--- config.mk ---
export PLATFORM = sky130hd
export DESIGN_NAME = decode_window_buffer
export DESIGN_NICKNAME = d
export VERILOG_FILES = /design/src/rtl/decode_window_buffer_pkg.sv /design/src/rtl/decode_window_shift.sv /design/src/rtl/decode_window_buffer.sv
export SDC_FILE = /design/constraint.sdc
export NUM_CORES = 1
export LEC_CHECK = 0
export CAP_MARGIN = 20
export CORE_ASPECT_RATIO = 0.9
export CORE_MARGIN = 4
export CORE_UTILIZATION = 45
export DETAILED_ROUTE_END_ITERATION = 6
export PLACE_DENSITY = 0.81
export SKIP_CTS_REPAIR_TIMING = 1
export SLEW_MARGIN = 20
export SYNTH_ARGS = -nofsm -noshare
export SYNTH_HDL_FRONTEND = slang
export SYNTH_HIERARCHICAL = 1
export SYNTH_SLANG_ARGS = --single-unit
--- constraint.sdc ---
create_clock -name clk -period 5 [get_ports clk]
set_input_delay 0.5 -clock clk [delete_from_list [all_inputs] [get_ports clk]]
set_output_delay 0.5 -clock clk [all_outputs]
set_load 0.005 [all_outputs]
--- src/rtl/decode_window_buffer_pkg.sv ---
// Shared sizing for the decode byte window: window depth, fetch beat width and
// the derived count/data widths used by the buffer and its shifter.
package decode_window_buffer_pkg;
   localparam int WINDOW_BYTES = 12;
   localparam int FETCH_BYTES  = 4;
   localparam int WIN_W        = 8 * WINDOW_BYTES;
   localparam int FETCH_W      = 8 * FETCH_BYTES;
   localparam int CNT_W        = $clog2(WINDOW_BYTES + 1);
   // Highest fill level at which a full fetch beat still fits.
   localparam int ACCEPT_MAX   = WINDOW_BYTES - FETCH_BYTES;
endpackage

--- src/rtl/decode_window_shift.sv ---
// Combinational byte shifter: drops the consumed bytes from the bottom of the
// window and ORs the masked fetch beat in directly above the surviving bytes.
module decode_window_shift
   import decode_window_buffer_pkg::*;
(
   input  logic [WIN_W-1:0]   window,
   input  logic [CNT_W-1:0]   count,
   input  logic [CNT_W-1:0]   consume,
   input  logic [FETCH_W-1:0] fetch_data,
   input  logic [CNT_W-1:0]   fetch_len,
   output logic [WIN_W-1:0]   next_window
);
   logic [FETCH_W-1:0] fetch_masked;
   logic [WIN_W-1:0]   fetch_wide;
   logic [CNT_W-1:0]   index;

   // NOTE: every always_comb output gets a default first so no latch is inferred.
   always_comb begin
      fetch_masked = '0;
      for (int i = 0; i < FETCH_BYTES; i++) begin
         if (CNT_W'(i) < fetch_len) fetch_masked[8*i +: 8] = fetch_data[8*i +: 8];
      end
      fetch_wide  = WIN_W'(fetch_masked);
      // Caller guarantees consume <= count, so the append index never wraps.
      index       = count - consume;
      next_window = (window >> {consume, 3'b000}) | (fetch_wide << {index, 3'b000});
   end
endmodule

--- src/rtl/decode_window_buffer.sv ---
// Byte window between prefetch and instruction decode: holds up to 12 bytes,
// tracks the decode EIP, discards consumed bytes and flushes on restart.
module decode_window_buffer
   import decode_window_buffer_pkg::*;
(
   input  logic                 clk,
   input  logic                 rst,
   input  logic                 dec_flush,
   input  logic [31:0]          dec_flush_eip,
   input  logic                 fetch_valid,
   input  logic [FETCH_W-1:0]   fetch_bytes,
   input  logic [2:0]           fetch_count,
   output logic                 fetch_accept,
   input  logic                 consume_valid,
   input  logic [3:0]           consume_len,
   output logic [WIN_W-1:0]     decoder,
   output logic [CNT_W-1:0]     decoder_count,
   output logic [31:0]          dec_eip,
   output logic                 consume_err
);
   logic [CNT_W-1:0] c_eff;
   logic [CNT_W-1:0] f_eff;
   logic             over_consume;
   logic [WIN_W-1:0] next_window;

   // Accept depends only on the registered count, never on this cycle's consume.
   assign fetch_accept = (decoder_count <= CNT_W'(ACCEPT_MAX));

   always_comb begin
      over_consume = consume_valid && (consume_len > decoder_count);
      c_eff        = (consume_valid && !over_consume) ? consume_len : '0;
      f_eff        = '0;
      if (fetch_valid && fetch_accept && (fetch_count != 3'd0)
          && (fetch_count <= 3'(FETCH_BYTES)))
         f_eff = CNT_W'(fetch_count);
   end

   decode_window_shift u_shift (
      .window      (decoder),
      .count       (decoder_count),
      .consume     (c_eff),
      .fetch_data  (fetch_bytes),
      .fetch_len   (f_eff),
      .next_window (next_window)
   );

   // NOTE: sequential state uses non-blocking assignments only.
   always_ff @(posedge clk) begin
      if (rst) begin
         decoder       <= '0;
         decoder_count <= '0;
         dec_eip       <= '0;
         consume_err   <= 1'b0;
      end else if (dec_flush) begin
         decoder       <= '0;
         decoder_count <= '0;
         dec_eip       <= dec_flush_eip;
      end else begin
         decoder       <= next_window;
         decoder_count <= decoder_count - c_eff + f_eff;
         dec_eip       <= dec_eip + 32'(c_eff);
         if (over_consume) consume_err <= 1'b1;
      end
   end
endmodule

==> results by group, run 1 <==
Detailed routing
  • 1st-iter DRT viols: 2007
  • WL/cell: 24.1 um
  • Final ANT Viol Nets: 0
  • Drt total wl: 41.7 mm
  • DRT Pass-1 Iters: 7
  • Residual DRC: 0
  • Vias: 11728
  • Top Layer Used: met4
  • Met2 wire len: 16.7 mm
  • Met1 Wirelength: 16.7 mm
  • Met3 WL: 6.89 mm
  • Vias/cell: 6.78

STA
  • TNS Setup: 0 ns
  • Hold Violations, Final: 0
  • Final min period: 4.62 ns
  • FMAX: 217 MHz
  • # setup viols final: 0
  • RSZ-0062 raised after global routing: false
  • Worst-margin pin slew: 1.15 ns
  • Fin Clk Skew: 0.0131 ns
  • Final worst-path cycle share: 92.3%
  • Max-slew headroom: 23.4%
  • Final Slew Violations: 0
  • Setup slack after layout: 0.384 ns

Yosys
  • FFs w/ async S/R, synth: 0%
  • Main combinational cell family by area after synthesis: compound AO/OA/AOI/OAI gates
  • Synth Instances: 1227
  • Post-synth net total: 1323
  • Yosys reg bits: 133
  • Distinct cell type count after synthesis: 72
  • Xor and xnor fraction of the mapped netlist area: 2.69%
  • Simple-Gate Fraction of Synth Area: 21.3%
  • Yosys warning count: 6
  • Synth area leaders: dfxtp_1 (25%), mux4_2 (12%), and2_1 (6.2%)
  • Mapped cell area: 10700 um2
  • Area share of the leading cell type in the synthesized netlist: 25.0%
  • Most used DFF post-synth: dfxtp_1
  • Post-synth EDFFs: 0
  • Yosys top cell by area: dfxtp_1
  • Register area share after synthesis: 25.0%
  • Synth Area in Compound Gates: 23.9%
  • Post-synthesis mux area share: 18.3%
  • Adder-Cell Fraction of Synth Area: 2.70%
  • Syn Area/Cell: 8.69 um2

Cells and area
  • Most common cell after layout, fill and taps aside: clkdlybuf4s50_1
  • Share of cells above drive strength 1: 14.5%
  • FILL cells: 2002
  • Diodes inserted: 0
  • Most frequent cells in the layout: clkdlybuf4s50_1 (209), dfxtp_1 (133), and2_1 (105)
  • Net total in the final layout: 1511
  • Area delta synth->final: 29.4%

Clocking
  • Clock Path Buffers: 2
  • TritonCTS Buffers: 17
  • Reg clk slew, reported paths: 0.07 ns
  • Worst skew pair latency: 0.44 ns
  • TritonCTS clock tree: yes
  • H-tree Lvls: 4
  • CTS root buffer: clkbuf_16
  • Clk sinks: 133

Global routing
  • Antenna violations before repair: 0
  • Tot GR Track Use: 30.2%
  • First-pass GRT wire length: 62.8 mm
  • Largest net degree at the start of global routing: 109
  • Vias in the first global route: 10618
  • Total global routing overflow: 0

Setup path
  • Critical path arrival: 4.94 ns
  • CP Class: primary input to register
  • Critical Path Fanout Max: 11
  • Reg2reg path depth: 17
  • Crit end category: register
  • R2r setup slk: 0.42 ns
  • WP data required: 5.33 ns
  • Critical R2R Launch: decoder_count[2]
  • Type of origin of the critical path: primary input
  • Worst r2r dst: decoder[45]

Floorplan
  • Die width: 170 um
  • Die area: 26200 um2
  • Core Area: 23300 um2
  • Height of the die: 154 um
  • Row count: 53
  • I/O pin count: 210
  • Starting Density: 45.7%

Min path
  • Worst hold path class: register to register
  • Hold endpoint: consume_err
  • HP Start: consume_err
  • Worst Hold Depth: 2

Power and ir drop
  • Static Leak: 4.79 nW
  • VDD IR max: 0.000357 V
  • Power Dens Cells: 472 nW/um2

Outcome
  • Status: complete, no violations

Placement
  • GPL Wtd Cong: 1.04
  • Post-DP HPWL: 29.7 mm
  • Pre-CTS WS: 0.0554 ns
  • PortBufs: 209

Flow run
  • Max-Cap Viols: 0
==> stage by stage <==
stage | hold slack [ns] | power, W | instances | util, % | area (um2)
detailed placement | 0.476 | 0.00505 | 1698 | 56.5 | 13200
global placement | 0.468 | 0.00498 | 1698 | 56.5 | 13200
finish | 0.501 | 0.00651 | 1730 | 59.1 | 13800
global route | 0.529 | 0.00672 | 1730 | 59.1 | 13800
floorplan | 0.461 | 0.00367 | 1227 | - | 10700
CTS | 0.499 | 0.00633 | 1730 | 59.0 | 13800
==> worst max-delay path, stage by stage <==
cell and delay [ns]:
clkdlybuf4s50_1 0.44, ha_1 0.34, and3b_1 0.19, a2111oi_0 0.38
buf_4 0.19, o21ai_0 0.09, or2_2 0.33, clkinv_2 0.08
inv_1 0.07, buf_4 0.23, ha_1 0.23, a21oi_1 0.31
buf_4 0.19, a21oi_2 0.07, nor2_1 0.86, o32ai_1 0.25
and2_1 0.20
==> cells by family after synthesis <==
kind of cell | count (synthesis)
and+or+nand+nor | 415
other | 1
buffers and inverters | 147
muxes | 124
xor gates and xnor gates | 31
DFF | 133
AOI/OAI and AO/OA | 356
adders and majority gates | 20
==> flip-flops by register name, indices dropped and copies added (netlist names) <==
register and cells:
decoder 96, consume_err 1, decoder_count 4, dec_eip 32
==> worst max-delay path by stage <==
stage,from,to,cells after the start
global route,consume_len[2],decoder[18],18
CTS,consume_len[2],decoder[49],17
detailed placement,consume_len[2],decoder[33],17
floorplan,consume_len[2],decoder[22],17
global placement,consume_len[2],decoder[39],16
finish,consume_len[2],decoder[45],17
==> synth_stat cells, drive strengths merged, types with 14 or more instances <==
library cell and n:
a211oi 23, a21oi 23, a22o 15, a22oi 23
a32o 15, and2 105, buf 41, clkbuf 68
dfxtp 133, ha 15, inv 38, mux2 19
mux2i 50, mux4 55, nand2 102, nand3 28
nand4 14, nor2 57, nor3 38, nor3b 22
o211ai 63, o21ai 79, o221ai 18, o22ai 31
o2bb2ai 14, o32ai 16, xor2 24
==> cell type report <==
class	instances	area, um2	area share, %
clock buffers	17	425	3.09
clock inverters	15	159	1.15
inverters	38	144	1.04
multi-input cells	947	7380	53.6
flip-flops and latches	133	2660	19.3
well taps	302	378	2.74
repair buffers	278	2640	19.1
==> per-layer routing <==
| metal | vias to the layer above | global-route usage, % |
|---|---|---|
| met5 | - | 0 |
| met4 | 0 | 9.62 |
| met1 | 5520 | 43.9 |
| met2 | 1022 | 40.4 |
| li1 | 5036 | - |
| met3 | 150 | 12.5 |
==> power by group <==
part | switching (W) | leakage (nW) | internal [W] | total [W]
combinational | 0.00220 | 3.42 | 0.00156 | 0.00376
sequential | 0.000238 | 1.08 | 0.00123 | 0.00146
clock | 0.000584 | 0.288 | 0.000707 | 0.00129
(Power assumes the default switching activity.)
==> inputs of run 2 (changes only) <==
PLACE_DENSITY = 0.74   (was 0.81)
==> run 2 against run 1 <==
Design area increased by 0.43%. Fmax decreased by 0.80%. Hold slack got worse by 0.0044 ns. Final cell count is 0.29% higher. Register-to-register slack got worse by 0.05 ns. Total power shrank 0.35%. Utilization grew 0.25 points. Sequential cell count is the same. Setup slack worse by 0.037 ns. Global-route usage up 0.59 points. Critical endpoint is now decoder[26].
==> results by group, run 2 (same netlist as run 1, synthesis figures left out) <==
Cells and area
  • Reg with most FFs: decoder
  • Diodes inserted: 0
  • Net total in the final layout: 1516
  • Max FFs per register: 96
  • FILL cells: 2013
  • Final Non-Filler Cells: 1735
  • Most frequent cells in the layout: clkdlybuf4s50_1 (209), dfxtp_1 (133), and2_1 (105)
  • Most common cell after layout, fill and taps aside: clkdlybuf4s50_1
  • Final Cell Area: 13800 um2
  • Biggest regs: decoder: 96 flops, dec_eip: 32 flops, decoder_count: 4 flops
  • FF+latch area: 2660 um2
  • Area delta synth->final: 29.9%
  • Share of cells above drive strength 1: 14.7%
  • Multi-input gate area: 7380 um2

Setup path
  • Crit path from: consume_len[2]
  • Reg2reg path depth: 16
  • Cell-by-cell listing of the critical path: clkdlybuf4s50_1, ha_1, and3b_1, a2111oi_0, buf_4, o21ai_0, buf_4, nor2_4, ha_1, inv_1, fa_1, inv_1, a32o_1, o21ai_0, o221ai_1, and2_1
  • Critical path depth: 16
  • CP peak stage delay: 0.75 ns
  • Type of origin of the critical path: primary input
  • CP Class: primary input to register
  • R2r setup slk: 0.37 ns
  • CP top delay family: compound AO/OA/AOI/OAI gates
  • Worst r2r dst: decoder[26]
  • WP data required: 5.32 ns
  • Critical R2R Launch: decoder_count[2]
  • Critical path arrival: 4.98 ns
  • Slowest-stage cell, CP: fa_1
  • WP buf/inv: 5
  • Crit end category: register
  • Critical Path Fanout Max: 13

Floorplan
  • I/O pin count: 210
  • Die area: 26200 um2
  • Row count: 53
  • Height of the die: 154 um
  • Die width: 170 um
  • Core Area: 23300 um2
  • Starting Density: 45.7%

Global routing
  • Antenna violations before repair: 1
  • Tot GR Track Use: 30.8%
  • First-pass GRT wire length: 63.9 mm
  • Total global routing overflow: 0
  • Vias in the first global route: 10615
  • Largest net degree at the start of global routing: 109

STA
  • Max-slew headroom: 28.5%
  • Hold Violations, Final: 0
  • # setup viols final: 0
  • Final worst-path cycle share: 93.1%
  • FMAX: 215 MHz
  • Final Slew Violations: 0
  • RSZ-0062 raised after global routing: false
  • Worst-margin pin slew: 1.06 ns
  • Fin Clk Skew: 0.0132 ns
  • TNS Setup: 0 ns
  • Final min period: 4.65 ns

Detailed routing
  • Residual DRC: 0
  • Vias: 11428
  • WL/cell: 23.9 um
  • Vias/cell: 6.59
  • Final ANT Viol Nets: 0
  • Drt total wl: 41.5 mm
  • 1st-iter DRT viols: 1583
  • DRT Pass-1 Iters: 6

Clocking
  • H-tree Lvls: 4
  • CTS root buffer: clkbuf_16
  • Reg clk slew, reported paths: 0.06 ns
  • TritonCTS clock tree: yes
  • TritonCTS Buffers: 17
  • Clk sinks: 133
  • Worst skew pair latency: 0.44 ns
  • Clock Path Buffers: 2

Min path
  • Worst hold path class: register to register
  • HP Start: consume_err
  • Hold endpoint: consume_err
  • Worst Hold Depth: 2

Power and ir drop
  • Final Power: 0.00649 W
  • VDD IR max: 0.000386 V
  • Power Dens Cells: 469 nW/um2
  • Static Leak: 4.81 nW

Flow run
  • Max-Cap Viols: 0

Placement
  • Placed Area: 13200 um2
  • Cells after DPL: 1703
  • GPL Wtd Cong: 0.971
  • Post-DP HPWL: 30.0 mm
  • PortBufs: 209

Outcome
  • Status: complete, no violations
-- run 2: metal layers --
metal | wire [um] | global-route usage, %
met1 | 17700 | 46.9
met2 | 16000 | 40.1
met3 | 6690 | 12.5
met4 | 1070 | 7.03
met5 | 8 | 0
-- run 2: how the worst max path moves through the flow --
stage	end	slack, ns
after floorplan	decoder[22]	0.12
after global placement	decoder[26]	0.25
after detailed placement	decoder[26]	0.15
after CTS	decoder[26]	0.55
after global routing	decoder[26]	0.07
final	decoder[26]	0.35
-- run 2: worst reg2reg max path, cell delays in order (launching register included) --
cell,delay (ns)
dfxtp_1,0.42
inv_1,0.11
ha_1,0.32
and3b_1,0.18
a2111oi_0,0.44
buf_4,0.20
o21ai_0,0.09
buf_4,0.16
nor2_4,0.09
ha_1,0.17
inv_1,0.06
fa_1,0.75
inv_1,0.25
a32o_1,0.26
o21ai_0,0.64
o221ai_1,0.22
and2_1,0.17
-- run 2: layout make-up --
cell class,count,share of cell area [%]
sequential,133,19.2
clock buffer,20,3.23
tap,302,2.73
inverter,38,1.04
timing repair buffer,283,19.4
clock inverter,12,1.06
multi-input combinational,947,53.3
-- run 2: report_power, final --
part	switching (W)	internal, W
logic	0.00217	0.00157
clock network	0.000526	0.000757
registers	0.000232	0.00123
total	0.00293	0.00356
-- run 2: through the flow --
step	util, %	setup slack (ns)	hold WS [ns]
2_1_floorplan	-	0.124	0.461
3_5_place_dp	56.7	0.155	0.470
5_1_grt	59.3	0.0746	0.531
6_report	59.3	0.347	0.496
3_3_place_gp	56.7	0.250	0.471
4_1_cts	59.3	0.551	0.492
